--- src/rtl/column_spawner_pkg.sv ---
// ============================================================================
// Module : column_spawner_pkg
// Brief  : Shared constants and state encoding for the column light spawner.
// Rev    : 1.0 - initial release
// ============================================================================
`default_nettype none

package column_spawner_pkg;

  // x^10 + x^7 + 1, Fibonacci form shifting toward the MSB
  localparam int c_lfsr_tap_hi = 9;
  localparam int c_lfsr_tap_lo = 6;
  localparam int c_note_cnt_w  = 8;
  localparam int c_gap_w       = 4;

  typedef enum logic [1:0] {
    S_IDLE     = 2'd0,
    S_RUN      = 2'd1,
    S_COOLDOWN = 2'd2
  } state_t;

endpackage

`default_nettype wire

--- src/rtl/column_spawner_if.sv ---
// ============================================================================
// Module : column_spawner_if
// Brief  : Control/status bundle of one column spawner. Seed-load signals
//          exist only when COLUMN_SPAWNER_SEED_LOAD_EN is defined.
// Rev    : 1.0 - initial release
// ============================================================================
`default_nettype none

interface column_spawner_if #(
  parameter int DIV_W = 8
`ifdef COLUMN_SPAWNER_SEED_LOAD_EN
  , parameter int LFSR_W = 10
`endif
);

  logic                                   enable;
  logic [DIV_W-1:0]                       rate;
  logic [3:0]                             density;
  logic                                   step;
  logic                                   spawn;
  logic [column_spawner_pkg::c_note_cnt_w-1:0] note_cnt;
  logic                                   busy;

`ifdef COLUMN_SPAWNER_SEED_LOAD_EN
  logic                                   seed_load;
  logic [LFSR_W-1:0]                      seed_val;

  modport master (output enable, rate, density, seed_load, seed_val,
                  input  step, spawn, note_cnt, busy);
  modport slave  (input  enable, rate, density, seed_load, seed_val,
                  output step, spawn, note_cnt, busy);
`else
  modport master (output enable, rate, density,
                  input  step, spawn, note_cnt, busy);
  modport slave  (input  enable, rate, density,
                  output step, spawn, note_cnt, busy);
`endif

endinterface

`default_nettype wire

--- src/rtl/column_spawner_step_divider.sv ---
// ============================================================================
// Module : step_divider
// Brief  : Programmable clock divider producing a one-cycle step pulse every
//          RATE+1 clocks while enabled; cleared whenever enable is low.
// Rev    : 1.0 - initial release
// ============================================================================
`default_nettype none

module step_divider #(
  parameter int DIV_W = 8
) (
  input  wire logic             clk,
  input  wire logic             rst_n,
  input  wire logic             i_enable,
  input  wire logic [DIV_W-1:0] i_rate,
  output logic                  o_step
);

  logic [DIV_W-1:0] r_cnt;
  logic             r_step;

  // >= compare so a rate lowered below the running count fires immediately
  always_ff @(posedge clk or negedge rst_n) begin
    if (!rst_n) begin
      r_cnt  <= '0;
      r_step <= 1'b0;
    end else if (!i_enable) begin
      r_cnt  <= '0;
      r_step <= 1'b0;
    end else if (r_cnt >= i_rate) begin
      r_cnt  <= '0;
      r_step <= 1'b1;
    end else begin
      r_cnt  <= r_cnt + 1'b1;
      r_step <= 1'b0;
    end
  end

  assign o_step = r_step;

endmodule

`default_nettype wire

--- src/rtl/column_spawner.sv ---
// ============================================================================
// Module : column_spawner
// Brief  : Per-column note generator: LFSR pattern vs. density threshold,
//          step-rate divider and enforced cooldown gap after each note.
//          Optional LFSR reload via COLUMN_SPAWNER_SEED_LOAD_EN.
// Rev    : 1.0 - initial release
// ============================================================================
`default_nettype none

module column_spawner
  import column_spawner_pkg::*;
#(
  parameter int                LFSR_W  = 10,
  parameter logic [LFSR_W-1:0] SEED    = 10'h1A5,
  parameter int                DIV_W   = 8,
  parameter int                MIN_GAP = 2
) (
  input  wire logic         clk,
  input  wire logic         rst_n,
  column_spawner_if.slave   bus
);

  localparam logic [LFSR_W-1:0]  c_seed    = (SEED == '0) ? LFSR_W'(1) : SEED;
  localparam logic [c_gap_w-1:0] c_min_gap = c_gap_w'(MIN_GAP);

  state_t                    r_state, w_state_nx;
  logic [c_gap_w-1:0]        r_gap, w_gap_nx;
  logic                      r_spawn, w_spawn_nx;
  logic [c_note_cnt_w-1:0]   r_note_cnt, w_note_cnt_nx;
  logic [LFSR_W-1:0]         r_lfsr, w_lfsr_nx, w_lfsr_adv;
  logic                      w_step, w_fire, w_hit;

  step_divider #(.DIV_W(DIV_W)) u_div (
    .clk      (clk),
    .rst_n    (rst_n),
    .i_enable (bus.enable),
    .i_rate   (bus.rate),
    .o_step   (w_step)
  );

  assign w_lfsr_adv = {r_lfsr[LFSR_W-2:0], r_lfsr[c_lfsr_tap_hi] ^ r_lfsr[c_lfsr_tap_lo]};
  assign w_fire     = w_step & bus.enable;
  assign w_hit      = bus.density[3] | (r_lfsr[2:0] < bus.density[2:0]);

  always_ff @(posedge clk or negedge rst_n) begin
    if (!rst_n) begin
      r_state    <= S_IDLE;
      r_gap      <= '0;
      r_spawn    <= 1'b0;
      r_note_cnt <= '0;
      r_lfsr     <= c_seed;
    end else begin
      r_state    <= w_state_nx;
      r_gap      <= w_gap_nx;
      r_spawn    <= w_spawn_nx;
      r_note_cnt <= w_note_cnt_nx;
      r_lfsr     <= w_lfsr_nx;
    end
  end

  always_comb begin
    w_state_nx    = r_state;
    w_gap_nx      = r_gap;
    w_spawn_nx    = r_spawn;
    w_note_cnt_nx = r_note_cnt;
    w_lfsr_nx     = r_lfsr;
`ifdef COLUMN_SPAWNER_SEED_LOAD_EN
    if (bus.seed_load) begin
      w_lfsr_nx  = (bus.seed_val == '0) ? LFSR_W'(1) : bus.seed_val;
      w_gap_nx   = '0;
      w_spawn_nx = 1'b0;
      w_state_nx = bus.enable ? S_RUN : S_IDLE;
    end else
`endif
    if (!bus.enable) begin
      // pause discards any pending cooldown
      w_state_nx = S_IDLE;
      w_spawn_nx = 1'b0;
      w_gap_nx   = '0;
    end else begin
      case (r_state)
        S_IDLE: w_state_nx = S_RUN;
        S_RUN: begin
          if (w_fire) begin
            w_lfsr_nx  = w_lfsr_adv;
            w_spawn_nx = w_hit;
            if (w_hit) begin
              if (r_note_cnt != '1) w_note_cnt_nx = r_note_cnt + 8'd1;
              if (c_min_gap != '0) begin
                w_gap_nx   = c_min_gap;
                w_state_nx = S_COOLDOWN;
              end
            end
          end
        end
        S_COOLDOWN: begin
          if (w_fire) begin
            w_lfsr_nx  = w_lfsr_adv;
            w_spawn_nx = 1'b0;
            if (r_gap <= c_gap_w'(1)) begin
              w_gap_nx   = '0;
              w_state_nx = S_RUN;
            end else begin
              w_gap_nx = r_gap - c_gap_w'(1);
            end
          end
        end
        default: w_state_nx = S_IDLE;
      endcase
    end
  end

  assign bus.step     = w_step;
  assign bus.spawn    = r_spawn;
  assign bus.note_cnt = r_note_cnt;
  assign bus.busy     = (r_state == S_COOLDOWN);

endmodule

`default_nettype wire

--- src/flat_wrapper.sv ---
// flat-port wrapper written by rule: the top's interface ports become plain ports
module column_spawner_flat import column_spawner_pkg::*;
#(
  parameter int                LFSR_W  = 10,
  parameter logic [LFSR_W-1:0] SEED    = 10'h1A5,
  parameter int                DIV_W   = 8,
  parameter int                MIN_GAP = 2
)
  (clk, rst_n, bus_enable, bus_rate, bus_density, bus_step, bus_spawn, bus_note_cnt, bus_busy);
  column_spawner_if #(.DIV_W(DIV_W)) bus_i ();
  input  wire logic clk;
  input  wire logic rst_n;
  input wire logic [$bits(bus_i.enable)-1:0] bus_enable;
  input wire logic [$bits(bus_i.rate)-1:0] bus_rate;
  input wire logic [$bits(bus_i.density)-1:0] bus_density;
  output wire logic [$bits(bus_i.step)-1:0] bus_step;
  output wire logic [$bits(bus_i.spawn)-1:0] bus_spawn;
  output wire logic [$bits(bus_i.note_cnt)-1:0] bus_note_cnt;
  output wire logic [$bits(bus_i.busy)-1:0] bus_busy;
  assign bus_i.enable = bus_enable;
  assign bus_i.rate = bus_rate;
  assign bus_i.density = bus_density;
  assign bus_step = bus_i.step;
  assign bus_spawn = bus_i.spawn;
  assign bus_note_cnt = bus_i.note_cnt;
  assign bus_busy = bus_i.busy;
  column_spawner #(.LFSR_W(LFSR_W), .SEED(SEED), .DIV_W(DIV_W), .MIN_GAP(MIN_GAP)) u_core (.clk(clk), .rst_n(rst_n), .bus(bus_i));
endmodule
--- config.mk ---
export PLATFORM = sky130hd
export DESIGN_NAME = column_spawner_flat
export DESIGN_NICKNAME = d
export VERILOG_FILES = /design/src/rtl/column_spawner_pkg.sv /design/src/rtl/column_spawner_if.sv /design/src/rtl/column_spawner_step_divider.sv /design/src/rtl/column_spawner.sv /design/src/flat_wrapper.sv
export SDC_FILE = /design/constraint.sdc
export NUM_CORES = 1
export LEC_CHECK = 0
export CAP_MARGIN = 0
export CORE_MARGIN = 4
export CORE_UTILIZATION = 40
export CTS_BUF_LIST = sky130_fd_sc_hd__clkbuf_4 sky130_fd_sc_hd__clkbuf_8 sky130_fd_sc_hd__clkbuf_16
export DETAILED_ROUTE_END_ITERATION = 8
export GPL_ROUTABILITY_DRIVEN = 0
export PLACE_DENSITY = 0.7
export SLEW_MARGIN = 20
export SYNTH_ARGS = -nofsm -noshare
export SYNTH_HDL_FRONTEND = slang
export SYNTH_HIERARCHICAL = 1
export SYNTH_SLANG_ARGS = --single-unit
--- constraint.sdc ---
create_clock -name clk -period 4.8 [get_ports clk]
set_input_delay 1.44 -clock clk [delete_from_list [all_inputs] [get_ports clk]]
set_output_delay 1.44 -clock clk [all_outputs]
set_load 0.03 [all_outputs]
### Yosys cells after proc, flatten, opt, wreduce, memory -nomap -nowiden

Index checks and enable logic that the tools add are counted.
Widths: inputs -> output; s select.

| storage, ports and cells | value |
|---|---|
| flip-flop bits (word level) | 34 |
| bits of input ports | 15 |
| output and inout port bits | 11 |
| logic and storage cells | 51 |

| operators by class | value |
|---|---|
| add/subtract/negate cells | 3 |
| $lt $le $gt $ge | 3 |
| equality and inequality tests | 8 |
| mux-type cells | 20 |
| bitwise operators | 3 |
| reduce and logical (&&, ||, !) cells | 7 |

Operators with widths:

| kind | number |
|---|---|
| $mux 4 | 5 |
| $add 8x1->8 const B | 2 |
| $mux 8 | 2 |
| $ne 3x2->1 const B | 4 |
| $mux 2 | 5 |
| $ge 8x8->1 | 1 |
| $ne 8x8->1 const B | 1 |
| $pmux 4 s2 | 1 |
| $reduce_and 4->1 | 2 |
| $pmux 2 s3 | 1 |
| $reduce_and 3->1 | 2 |
| $mux 1 | 5 |
| $reduce_and 5->1 | 1 |
| $le 4x1->1 const B | 1 |
| $sub 4x1->4 const B | 1 |
| $lt 3x3->1 | 1 |
| $ne 3x1->1 const B | 1 |
| $eq 2x1->1 const B | 1 |
| $eq 2x2->1 const B | 1 |
| $logic_not 2->1 | 1 |
| $pmux 1 s2 | 1 |
| $reduce_or 2->1 | 1 |
| $and 1x1->1 | 1 |
| $or 1x1->1 | 1 |
| $xor 1x1->1 | 1 |

### Longest topological paths before layout

Gate-level depths: netlist of run 1.

| logic depth | value |
|---|---|
| word-level depth | 6 |
| depth in mapped cells | 7 |
| depth with buffers taken out | 7 |

### Cells and area by module

The synthesis of run 1 kept the hierarchy.

By module, submodules not included:

| module | instances | cells an instance | area each (sq um) | seq. area each (sq um) |
|---|---|---|---|---|
| column_spawner | 1 | 120 | 1323.8 | 631.9 |
| step_divider | 1 | 59 | 596.8 | 225.2 |

### Worst setup path after synthesis of run 1

No wires, ideal clock.

| timing path | value |
|---|---|
| kind | input-to-reg |
| start point | input bus_density[2] |
| end point | register u_core.r_note_cnt[6], in the netlist u_core/bus.note_cnt[6] |
| setup time | 0.125 ns |
| arrival | 2.808 ns |
| data required time | 4.675 ns |
| path slack | 1.867 ns |
| stages | 7 |
| path buffers | 0 |
| cell sequence | inv_1 -> ha_1 -> a21o_1 -> a31oi_4 -> nor2_1 -> nor3_1 -> mux2_2 |

| on the way | value |
|---|---|
| cells in the longest elaborated chain, start to end | 3 |

Ends and longest elaborated chain:

| item | line | RTL |
|---|---|---|
| from (decl) | flat_wrapper.sv:15 | `input wire logic [$bits(bus_i.density)-1:0] bus_density;` |
| $lt 3x3->1 | column_spawner.sv:43 | `assign w_hit = bus.density[3] \| (r_lfsr[2:0] < bus.density[2:0]);` |
| $or 1x1->1 | column_spawner.sv:43 |  |
| $reduce_and 5->1 (no source line) | -- |  |
| to (signal assigned) | column_spawner.sv:56 | `r_note_cnt <= w_note_cnt_nx;` |
| to (decl) | column_spawner.sv:29 | `logic [c_note_cnt_w-1:0] r_note_cnt, w_note_cnt_nx;` |

No other way between the ends.
A chain may end at the register's enable or synchronous reset.

### Worst setup path in the final report of run 1

| timing path | value |
|---|---|
| start point | register u_core.r_state[0] |
| end point | output bus_busy |

| on the way | value |
|---|---|
| cells in the longest elaborated chain, start to end | 1 |

Ends and longest elaborated chain:

| item | line | RTL |
|---|---|---|
| from (decl) | column_spawner.sv:26 | `state_t r_state, w_state_nx;` |
| from (signal assigned) | column_spawner.sv:53 | `r_state <= w_state_nx;` |
| $eq 2x2->1 | column_spawner.sv:116 | `assign bus.busy = (r_state == S_COOLDOWN);` |
| to (decl) | flat_wrapper.sv:19 | `output wire logic [$bits(bus_i.busy)-1:0] bus_busy;` |

No other way between the ends.

==> impl_metrics.csv, run 1 <==
group,metric,value,unit
run_status,status,"finished, final reports clean",
critical_path,cpMaxStageDelayCell,"clkdlybuf4s50_1",
critical_path,path_max_fanout,8,
critical_path,timing.rr.start,"u_core/r_lfsr[2]",
sta,tightest_slew,0.701,ns
cts,htreeDepth,2,
yosys,yosysSeqAreaShare,44.6,%
sta,drv_slew,0,
route,wl_per_cell,12.6,um
run,max-cap-violations,0,
power,max-vdd-ir-drop,0.155,mV
floorplanning,start_util,42.6,%
yosys,synth_xor_area_share,5.93,%
yosys,synth-edff-count,0,
cells_and_area,n_antenna_cell,0,
critical_path,endpoint_kind,"output pin",
floorplanning,rows,24,
cells_and_area,fillers,406,
cells_and_area,layout-drive-gt1-share,15.2,%
cells_and_area,final_common_cell,"dfrtp_1",
cts,worstSkewPairLatency,0.27,ns
cts,numCtsBuffers,5,
place,placement.io_buffers,25,
yosys,synth_compound_area_share,12.8,%
yosys,async_reset_ff_share,100,%
place,hpwlAfterDp,2460,um
critical_path,r2r_cells,6,
grt,first_global_vias,1301,
floorplanning,dieArea,5970,um2
grt,grt_max_degree,35,
yosys,synth_top_cell_by_area,"dfrtp_1",
grt,grt_pass1_wl,5800,um
route,wl,3310,um
cts,clock_sinks,34,
critical_path,crit_buf_inv,2,
yosys,syn_area,1920,um2
sta,fin_skew,0.00437,ns
cells_and_area,layout_common_cells,"dfrtp_1, clkdlybuf4s50_1, ha_1, inv_1, nand2_1",
power,p_leak,0.00113,uW
grt,antenna_found_initial,0,
cts,cts_tree,"done",
floorplanning,die_h,77.3,um
yosys,synth_cells,179,
critical_path,critPathKind,"reg2out",
sta,max_slew_margin,52.7,%
yosys,synth_top_family_by_area,"simple AND/OR/NAND/NOR gates",
cts,clock_path_buffers,2,
critical_path,r2r-end,"u_core/bus.note_cnt[6]",
yosys,synth_top_cell_area_share,37.8,%
sta,hold_viol,0,
yosys,ys_types,37,
place,pre_cts_slack,1.29,ns
cells_and_area,nets,243,
yosys,synthTopCellsByArea,"dfrtp_1, ha_1, dfstp_2, mux2_2, xor2_1",
sta,fin_tns_setup,0,ns
route,drt_iter0_drc,36,
sta,fin_crit,3.32,ns
hold_path,hp-start,"u_core/r_lfsr[0]",
sta,setup_ws,1.48,ns
critical_path,regToRegSetupSlack,2.79,ns
cts,cts_post_setup_buffers_inserted,0,
sta,setup_viol,0,
route,viasPerCell,5.15,
cts,cts.hold.buffers_added,0,
hold_path,min_path_type,"reg2reg",
hold_path,whs_endpoint,"u_core/r_lfsr[0]",
floorplanning,die_width,77.3,um
critical_path,crit_family,"buffers and inverters",
floorplanning,core_area,4500,um2
critical_path,cp_slowest_stage_delay,0.73,ns
route,drtPass1Iterations,4,
grt,grt-ovfl-total,0,
grt,gr-usage-all-layers,11.8,%
sta,max_freq,301,MHz
sta,grt_setup_unrepaired,"false",
yosys,synth_mux_area_share,6.45,%
sta,fin_crit_sh,69.2,%
critical_path,worst-path-stages,3,
floorplanning,ios,26,
cells_and_area,syn_to_final_growth,22.2,%
cts,clock-root-buffer,"clkbuf_8",
critical_path,cp.arrival,1.88,ns
yosys,ys_ff_latch,34,
yosys,synth_flop_cell,"dfrtp_1",
route,drcViolationCount,0,
route,vias,1355,
yosys,synth_nets,212,
power,power-per-cell-area,301,nW/um2
cts,cts.repair.resized,0,
critical_path,required,3.36,ns
yosys,synth-simple-area-share,14.7,%
hold_path,whs_path_depth,2,
yosys,synth_area_per_cell,10.7,um2
cts,clk_pin_slew_worst_paths,0.07,ns
critical_path,start_kind,"flop",
critical_path,crit_chain,"inv_1, ha_1, clkdlybuf4s50_1",
yosys,yosysWarnings,6,
yosys,synth_fa_ha_area_share,11.7,%
route,ant_nets,0,
==> power by group <==
group	internal [uW]	switching, uW	leakage (uW)
sequential	301	14.9	0.000450
clock	160	95.7	0.0000548
combinational	56.3	77.8	0.000625
total	517	188	0.00113
==> final cells by class <==
type | count | area, um2 | area share (%)
clock buffers | 6 | 76.3 | 3.25
clock inverters | 2 | 37.5 | 1.60
inverters | 17 | 63.8 | 2.72
multi-input cells | 126 | 990 | 42.2
flip-flops and latches | 34 | 857 | 36.5
well taps | 52 | 65.1 | 2.77
repair buffers | 26 | 258 | 11.0
==> metal layers <==
layer  GRT usage, %  vias up  routed length [um]  part of all wire, %
met3           3.75        2                 154                  4.7
met2           18.9       26                1510                   46
met1           15.7      644                1640                   49
met5              0        -                   0                    0
met4           2.67        0                   8                 0.24
li1               -      683                   -                    -
==> synthesized netlist by cell type, types with 2 or more instances <==
library cell	instances
ha_1	18
nor3_1	3
inv_1	17
mux2_2	11
and4_1	2
o21a_1	2
nand2b_1	3
nor2_1	13
xor2_1	8
dfrtp_1	29
xnor2_1	5
nand2_1	14
buf_2	2
a21oi_1	3
or3_1	2
o21ai_0	10
a21o_1	2
dfstp_2	5
and3_1	3
nand3_1	10
==> logic make-up after synthesis <==
kind of cell               Yosys count
DFF                                 34
adders and majority gates           18
buffers and inverters               19
AOI/OAI and AO/OA                   28
xor gates and xnor gates            13
and+or+nand+nor                     56
muxes                               11
==> per-stage QoR <==
step	instances	utilization (%)	hold WS (ns)	instance area, um2	power (uW)
floorplan	179	-	0.445	1920	404
global placement	255	49.6	0.475	2230	447
detailed placement	255	49.6	0.483	2230	449
CTS	263	52.1	0.492	2350	716
global route	263	52.1	0.518	2350	749
finish	263	52.1	0.488	2350	706
==> sequential cells by signal, summed over array words and instances, names as in the netlist <==
| register | cells |
|---|---|
| u_core/r_lfsr | 10 |
| u_core/bus.note_cnt | 8 |
| u_core/u_div/r_cnt | 8 |
| u_core/r_gap | 4 |
| u_core/r_state | 2 |
| u_core/bus.spawn | 1 |
| u_core/u_div/o_step | 1 |
==> tightest hold or removal path: stages, from the launching register on <==
cell and delay (ns):
dfstp_2 0.37, nand2_1 0.04, o21ai_0 0.07
==> worst max path at each step <==
stage                      startpoint                     end  slack, ns
floorplan              bus_density[2]  u_core/bus.note_cnt[6]       1.87
global placement       bus_density[2]  u_core/bus.note_cnt[6]       1.32
detailed placement     bus_density[2]  u_core/bus.note_cnt[6]       1.29
CTS                 u_core/r_state[0]                bus_busy       1.46
global route        u_core/r_state[0]                bus_busy       1.42
finish              u_core/r_state[0]                bus_busy       1.48
Note: power is estimated with default switching activity, not from simulation.
==> inputs of run 2 (changes only) <==
--- a/config.mk
+++ b/config.mk
@@ -11,7 +11,7 @@
 export CTS_BUF_LIST = sky130_fd_sc_hd__clkbuf_4 sky130_fd_sc_hd__clkbuf_8 sky130_fd_sc_hd__clkbuf_16
 export DETAILED_ROUTE_END_ITERATION = 8
 export GPL_ROUTABILITY_DRIVEN = 0
-export PLACE_DENSITY = 0.7
+export PLACE_DENSITY = 0.73
 export SLEW_MARGIN = 20
 export SYNTH_ARGS = -nofsm -noshare
 export SYNTH_HDL_FRONTEND = slang
==> constraint.sdc (replaced) <==
create_clock -name clk -period 2.8 [get_ports clk]
set_input_delay 0.84 -clock clk [delete_from_list [all_inputs] [get_ports clk]]
set_output_delay 0.84 -clock clk [all_outputs]
set_load 0.03 [all_outputs]
==> run 2 against run 1 <==
Compared with the run above: largest cell class unchanged; sequential cell count did not move; final cell count up 2.3%; global-route usage grew 1.1 points; power increased by 86%; register-to-register slack got worse by 2.0 ns; clock skew increased by 0.00077 ns; clock power up 110%; die area stayed put; first-iteration DRC count increased by 130%; critical endpoint is now u_core/bus.note_cnt[6]; design area up 3.0%; wire length up 4.4%.
==> impl_metrics.csv, run 2 (synthesis results as in run 1) <==
group,metric,value,unit
hold_path,min_path_type,"reg2reg",
sta,grt_setup_unrepaired,"false",
sta,drv_slew,0,
run_status,status,"finished, final reports clean",
floorplanning,start_util,42.6,%
cts,htreeDepth,2,
hold_path,whs_endpoint,"u_core/bus.note_cnt[5]",
critical_path,r2r-end,"u_core/bus.note_cnt[6]",
sta,tightest_slew,0.506,ns
grt,grt_max_degree,35,
place,placement.io_buffers,25,
sta,fin_skew,0.00514,ns
route,drt_iter0_drc,83,
critical_path,regToRegSetupSlack,0.80,ns
place,place_inst,261,
sta,setup_ws,0.247,ns
cts,clk_pin_slew_worst_paths,0.07,ns
grt,first_global_vias,1424,
floorplanning,core_area,4500,um2
cells_and_area,final_common_cell,"dfrtp_1",
cts,clock_path_buffers,2,
cells_and_area,layout-drive-gt1-share,17.5,%
cells_and_area,regMostFlops,"u_core/r_lfsr",
route,drcViolationCount,0,
route,vias,1376,
cts,numCtsBuffers,5,
hold_path,hp-start,"u_core/bus.note_cnt[5]",
critical_path,start_kind,"primary input",
sta,setup_viol,0,
route,met2_length,1670,um
critical_path,timing.rr.start,"u_core/r_lfsr[2]",
floorplanning,rows,24,
critical_path,cp.arrival,2.72,ns
critical_path,crit_start,"bus_density[2]",
cells_and_area,largest_reg_flops,10,
cells_and_area,layout_common_cells,"dfrtp_1, clkdlybuf4s50_1, ha_1, inv_1, nand2_1",
critical_path,critPathKind,"in2reg",
grt,gr-usage-all-layers,12.9,%
route,dr.max_layer_used,"met4",
grt,grt_pass1_wl,6270,um
floorplanning,dieArea,5970,um2
floorplanning,die_width,77.3,um
route,wl,3450,um
sta,fin_crit_sh,91.2,%
route,viasPerCell,5.12,
route,ant_nets,0,
critical_path,endpoint_kind,"flop",
route,met3_length,140,um
sta,max_freq,392,MHz
cells_and_area,n_antenna_cell,0,
hold_path,whs_path_depth,1,
cts,clock_sinks,34,
grt,antenna_found_initial,0,
cts,worstSkewPairLatency,0.28,ns
sta,fin_crit,2.55,ns
critical_path,r2r_cells,6,
route,wl_met1,1610,um
power,p_leak,0.00119,uW
route,drtPass1Iterations,4,
place,pre_cts_slack,-0.0703,ns
sta,max_slew_margin,65.9,%
cts,clock-root-buffer,"clkbuf_8",
cts,cts_tree,"done",
place,hpwlAfterDp,2600,um
power,max-vdd-ir-drop,0.237,mV
critical_path,path_max_fanout,5,
grt,grt-ovfl-total,0,
cells_and_area,finalInstanceArea,2420,um2
run,max-cap-violations,0,
route,wl_per_cell,12.8,um
sta,hold_ws,0.490,ns
sta,hold_viol,0,
cells_and_area,final_cells,269,
floorplanning,die_h,77.3,um
floorplanning,ios,26,
cells_and_area,nets,249,
place,dpl_cell_area,2280,um2
power,finalPower,1320,uW
cells_and_area,syn_to_final_growth,25.9,%
critical_path,required,2.97,ns
power,power-per-cell-area,544,nW/um2
## run 2: through the flow
step                setup TNS, ns  util [%]
finish                          0      53.7
global route                    0      53.7
CTS                             0      53.6
detailed placement        -0.0703      50.6
global placement          -0.0139      50.6
floorplan                       0         -
## run 2: final cells by class
cell class                 count  area [um2]
clock inverter                 3        68.8
tap                           52        65.1
sequential                    34         857
timing repair buffer          32         305
multi-input combinational    126         990
clock buffer                   5        68.8
inverter                      17        63.8
fill                         384        2090
## run 2: timing repair
item	in CTS	in global routing
endpoints found under the setup margin	0	1
hold buffers	0	0
setup buffers	0	0
resized for setup	0	1
## run 2: power breakdown
group / total [uW] / switching, uW / internal (uW) / leakage (uW)
Sequential: 540 / 24.7 / 515 / 0.000450
Clock: 541 / 184 / 357 / 0.0000683
Combinational: 235 / 132 / 103 / 0.000673
## run 2: critical path, stage by stage
cell             delay [ns]
clkdlybuf4s50_1        0.45
inv_1                  0.04
ha_1                   0.29
a21o_1                 0.21
a31oi_4                0.23
nor2_1                 0.10
nor3_1                 0.21
mux2_2                 0.35
## run 2: worst max path at each step
stage	end	slack, ns	depth (start not counted)
3_3_place_gp	u_core/bus.note_cnt[6]	-0.01	8
5_1_grt	u_core/bus.note_cnt[6]	0.11	8
3_5_place_dp	u_core/bus.note_cnt[6]	-0.07	8
6_report	u_core/bus.note_cnt[6]	0.25	8
2_1_floorplan	u_core/bus.note_cnt[6]	0.47	7
4_1_cts	bus_busy	0.04	3
## run 2: per-layer routing
metal | up-vias | track usage [%]
li1 | 691 | -
met1 | 664 | 15.8
met2 | 17 | 21.7
met3 | 4 | 4.22
met4 | 0 | 3.56
met5 | - | 0
==> inputs of run 3 (changes only) <==
--- a/config.mk
+++ b/config.mk
@@ -17,3 +17,4 @@
 export SYNTH_HDL_FRONTEND = slang
 export SYNTH_HIERARCHICAL = 1
 export SYNTH_SLANG_ARGS = --single-unit
+export TNS_END_PERCENT = 20
==> results of run 3 <==
Same layout as run 2: the final DEF is identical, and so are final timing and power.
